--- config.mk ---
export PLATFORM = sky130hd
export DESIGN_NAME = tag_arbiter_rr
export DESIGN_NICKNAME = d
export VERILOG_FILES = /design/src/rtl/tag_arbiter_rr.sv
export SDC_FILE = /design/constraint.sdc
export NUM_CORES = 1
export LEC_CHECK = 0
export CORE_ASPECT_RATIO = 1.5
export CORE_UTILIZATION = 30
export CTS_BUF_LIST = sky130_fd_sc_hd__clkbuf_4 sky130_fd_sc_hd__clkbuf_8
export DETAILED_ROUTE_END_ITERATION = 12
export SLEW_MARGIN = 5
export SYNTH_ARGS = -nofsm -noshare
export SYNTH_HDL_FRONTEND = slang
export SYNTH_SLANG_ARGS = --single-unit
--- constraint.sdc ---
create_clock -name clk -period 4.3 [get_ports clk]
set_input_delay 1.075 -clock clk [delete_from_list [all_inputs] [get_ports clk]]
set_output_delay 1.075 -clock clk [all_outputs]
set_load 0.1 [all_outputs]
--- src/rtl/tag_arbiter_rr.sv ---
// tag_arbiter_rr: picks one of N ready requesters and offers its index as a tag
// on a registered rdy/ack handshake. Supports one grant per cycle (back-to-back).
//
// Parameters:
//   N         number of requesters (1..256)
//   TAG_SZ    tag width, >= clog2(N) (1 when N=1); the index is zero-extended
//   PRIO_MODE 0 = round-robin from the rotating pointer, 1 = lowest index wins
//
// Ports:
//   clk      clock, all state on the rising edge
//   rst      synchronous active-high reset
//   rdy_in   level request per requester
//   mask     per-requester enable (only when TAG_ARB_MASK_EN is defined)
//   ack_out  one-hot acceptance pulse to the granted requester (combinational)
//   tag      index of the offered requester (registered)
//   rdy      tag valid (registered)
//   ack      downstream accepts the current tag; ignored while rdy=0
//
// Optional feature macro: TAG_ARB_MASK_EN adds the mask input.
module tag_arbiter_rr #(
  parameter int unsigned N         = 8,
  parameter int unsigned TAG_SZ    = 5,
  parameter int unsigned PRIO_MODE = 0
) (
  input  logic              clk,
  input  logic              rst,
  input  logic [N-1:0]      rdy_in,
`ifdef TAG_ARB_MASK_EN
  input  logic [N-1:0]      mask,
`endif
  output logic [N-1:0]      ack_out,
  output logic [TAG_SZ-1:0] tag,
  output logic              rdy,
  input  logic              ack
);

  localparam int unsigned IW = (N > 1) ? $clog2(N) : 1;

  typedef enum logic [0:0] {StIdle, StOffer} state_e;

  state_e        state_q, state_d;
  logic [IW-1:0] idx_q, idx_d;
  logic [IW-1:0] ptr_q, ptr_d;
  logic [IW-1:0] ptr_inc;
  logic [IW-1:0] scan_start;
  logic [IW-1:0] ack_start;
  logic [N-1:0]  cand;
  logic [N-1:0]  tag_oh;
  logic [N-1:0]  cand_rest;
  logic [IW:0]   pick_idle;
  logic [IW:0]   pick_ack;

  // Returns {found, index} of the first set bit of c scanning start, start+1, ..., wrapping at N.
  function automatic logic [IW:0] rr_pick(input logic [N-1:0] c, input logic [IW-1:0] start);
    logic [IW:0] res;
    int unsigned k;
    res = '0;
    for (int unsigned i = 0; i < N; i++) begin
      k = 32'(start) + i;
      if (k >= N) k = k - N;
      if (!res[IW] && |(c & (N'(1) << k))) res = {1'b1, IW'(k)};
    end
    return res;
  endfunction

`ifdef TAG_ARB_MASK_EN
  assign cand = rdy_in & mask;
`else
  assign cand = rdy_in;
`endif

  assign tag_oh    = N'(1) << idx_q;
  // The just-acked requester sits out the reselect in the ack cycle.
  assign cand_rest = cand & ~tag_oh;
  // Explicit wrap so non-power-of-2 N never produces an index >= N.
  assign ptr_inc   = (idx_q == IW'(N - 1)) ? '0 : idx_q + 1'b1;

  // Fixed-priority mode scans from 0 and keeps the pointer parked at 0.
  assign scan_start = (PRIO_MODE != 0) ? '0 : ptr_q;
  assign ack_start  = (PRIO_MODE != 0) ? '0 : ptr_inc;

  assign pick_idle = rr_pick(cand, scan_start);
  assign pick_ack  = rr_pick(cand_rest, ack_start);

  always_comb begin
    state_d = state_q;
    idx_d   = idx_q;
    ptr_d   = ptr_q;
    unique case (state_q)
      StIdle: begin
        if (pick_idle[IW]) begin
          state_d = StOffer;
          idx_d   = pick_idle[IW-1:0];
        end
      end
      StOffer: begin
        if (ack) begin
          ptr_d = ack_start;
          if (pick_ack[IW]) begin
            idx_d = pick_ack[IW-1:0];
          end else begin
            state_d = StIdle;
          end
        end
      end
      default: state_d = StIdle;
    endcase
  end

  always_ff @(posedge clk) begin
    if (rst) begin
      state_q <= StIdle;
      idx_q   <= '0;
      ptr_q   <= '0;
    end else begin
      state_q <= state_d;
      idx_q   <= idx_d;
      ptr_q   <= ptr_d;
    end
  end

  assign tag     = TAG_SZ'(idx_q);
  assign rdy     = (state_q == StOffer);
  assign ack_out = {N{rdy & ack & ~rst}} & tag_oh;

endmodule
==> flow_metrics.tcl <==
set metrics [dict create \
    pwr-share-comb_pct 88.7 \
    synth.avg_cell_area_sq_um 7.18 \
    grt-busiest-layer "met2" \
    antenna_found_initial 0 \
    reg2reg_setup_slack_ns 0.45 \
    crit_cells 8 \
    drt_first_iter_violations 270 \
    grt_overflow_total 0 \
    ant_nets 0 \
    crit_arrival_ns 4.12 \
    slew_viol_final 0 \
    synth_most_common_cell "nand2_1" \
    seq_area_frac_synth_pct 5.71 \
    synth_edf_count 0 \
    synth_common_cells "nand2_1, nor2_1, a21oi_1, clkbuf_1, ha_1" \
    rsz0062_at_grt "false" \
    row_count 40 \
    drt_wl_total_um 8810 \
    path_max_fanout 13 \
    max_slew_margin_pct 35.5 \
    synth_top_area_share_pct 9.17 \
    ys_types 81 \
    worstSkewPairLatency_ns 0.23 \
    h-tree-depth 1 \
    hold_viol 0 \
    drive_above_1_share_pct 14.9 \
    hold_ws_ns 0.637 \
    switchingPower_mw 1.13 \
    intPower_mw 0.748 \
    irDropWorstVdd_uv 288 \
    drcViolationCount 0 \
    met2_usage_pct 38.6 \
    setup_violations 0 \
    grt_pass1_vias 2894 \
    critical_path.cell_chain "clkdlybuf4s50_1 -> a222oi_1 -> mux2i_1 -> nor4_4 -> nand3_2 -> nor4_1 -> a221oi_1 -> o41ai_2" \
    p_per_area_mw_per_mm2 633 \
    yosys-top-cells-area "ha_1, dfxtp_1, nand2_1, a21oi_1, a22oi_1" \
    min_from "ptr_q[0]" \
    pwr-share-seq_pct 6.1 \
    final_nets 378 \
    cap_violations 0 \
    die_w_um 75.9 \
    syn_to_final_growth_pct 20.9 \
    post_cts_buffers 0 \
    viasPerCell 6.38 \
    synth.ff_latch_count 7 \
    start_kind "primary input" \
    syn_area_sq_mm 0.00245 \
    clkTransAtPathRegs_ns 0.04 \
    hold_buffers 0 \
    p_leak_nw 1.12 \
    cts_buffers 3 \
    skew_ns 0.00108 \
    muxShareOfSynthArea_pct 9.28 \
    reg2reg_depth 11 \
    swShare_pct 60.2 \
    cp_num_buf_inv 1 \
    die_area_sq_mm 0.00856 \
    synthXorXnorAreaFrac_pct 2.85 \
    synth_top_area_cell "ha_1" \
    yosysWarnings 0 \
    slowest_stage "clkdlybuf4s50_1" \
    dp_hpwl_um 6490 \
    timing.rr.start "idx_q[0]" \
    n_antenna_cell 0 \
    synth_top_family_by_area "compound AO/OA/AOI/OAI gates" \
    end_kind "register" \
    worstHoldPathType "register to register" \
    die_h_um 113 \
    grt_pass1_wl_um 14500 \
    max_freq_mhz 251 \
    pin_count 25 \
    status "complete, no violations" \
    use_met1_pct 25.8 \
    place.gp.congestion 0.956 \
    cts_sinks 7 \
    grtUsageMet3_pct 0.890 \
    worstPathRequired_ns 4.43 \
    ctsResizeCount 0 \
    worst-slew-pin-transition_ns 0.965 \
    grt_max_degree 28 \
    cts_max_path_buffers 2 \
    clkPwrFrac_pct 5.2 \
    synth_fa_ha_area_share_pct 9.17 \
    hold_depth 3 \
    start_util_pct 30.8 \
    slowest_delay_ns 0.67 \
    synth_cells 342 \
    critPathLaunch "rdy_in[3]" \
    synth_compound_area_share_pct 35.0 \
    synth_flop_cell "dfxtp_1" \
    crit_type "primary input to register" \
    setup_slack_ns 0.317 \
    fp.coreArea_sq_mm 0.00796 \
    synthSimpleGateAreaFrac_pct 28.3 \
    fin_crit_sh_pct 92.6 \
    drt-pass1-iter-count 7 \
    fin_crit_ns 3.98 \
    wire_per_inst_um 19.5 \
    postSynth.asyncResetShare_pct 0 \
    port_buffers 22 \
    cp_top_family "compound AO/OA/AOI/OAI gates" \
    clk_root_buffer_cell "clkbuf_8" \
    track_usage_pct 21.7 \
    dp_slack_ns 0.140 \
    vias 2890 \
    cts_tree "built" \
]
## registers in the layout (all words and copies together) (netlist names)
register  cells
ptr_q         3
rdy           1
idx_q         3
## cells by family after synthesis
logic type / count (synthesis)
other: 1
adder cells (fa/ha/maj): 18
multiplexers: 17
buffers and inverters: 52
XOR/XNOR: 5
flip-flops: 7
AO/OA/AOI/OAI: 115
AND/OR/NAND/NOR: 127
## worst paths after layout
path               to
min reg2reg  ptr_q[0]
min          ptr_q[0]
max reg2reg  idx_q[1]
max          idx_q[1]
## metrics by stage
stage	cells	setup TNS [ns]	power (mW)	util (%)	area, sq um
after floorplan	343	-0.175	1.36	-	2560
after global placement	449	0	1.72	36.7	2920
after detailed placement	449	0	1.73	36.7	2920
after CTS	453	0	1.84	37.3	2970
after global routing	453	0	2.00	37.3	2970
final	453	0	1.88	37.3	2970
## placed cells by master (no fill, tap or decap), types with 3 or more instances in the layout
master and n:
a211oi_1 3, a21oi_1 20, a221o_1 3, a221oi_1 4
a222oi_1 3, a22oi_1 13, a31oi_1 5, and2_1 5
buf_12 8, buf_4 14, clkbuf_8 3, clkdlybuf4s50_1 13
dfxtp_1 7, ha_1 18, inv_1 17, mux2_2 6
mux2i_1 7, mux4_2 4, nand2_1 27, nand3_1 17
nand3b_1 6, nand4_1 4, nor2_1 21, nor2b_1 7
nor3_1 9, nor4_4 6, o211ai_1 6, o21ai_0 9
o21ai_1 5, o221ai_1 5, or3_1 3
## layer usage
layer | wire (um) | vias up
li1 | - | 1332
met1 | 3360 | 1392
met2 | 4650 | 134
met3 | 428 | 32
met4 | 380 | 0
met5 | 0 | -
## tightest hold or removal path, cell delays in order, from the launching register on
cell and delay [ns]:
dfxtp_1 0.30, buf_4 0.17, nand2_1 0.06, a21oi_1 0.06
## cell type report
type / count / area (sq um)
multi-input combinational: 284 / 2190
inverter: 18 / 67.6
clock buffer: 4 / 48.8
fill: 846 / 4990
tap: 105 / 131
timing repair buffer: 35 / 395
sequential: 7 / 140
## power groups by stage
| stage | Clock [mW] | Sequential [mW] | Combinational (mW) |
|---|---|---|---|
| after global routing | 0.103 | 0.118 | 1.78 |
| after floorplan | 0 | 0.187 | 1.18 |
| after detailed placement | 0 | 0.114 | 1.62 |
| final | 0.0982 | 0.114 | 1.67 |
| after global placement | 0 | 0.114 | 1.61 |
| after CTS | 0.0996 | 0.114 | 1.63 |
Note: power is estimated with default switching activity, not from simulation.
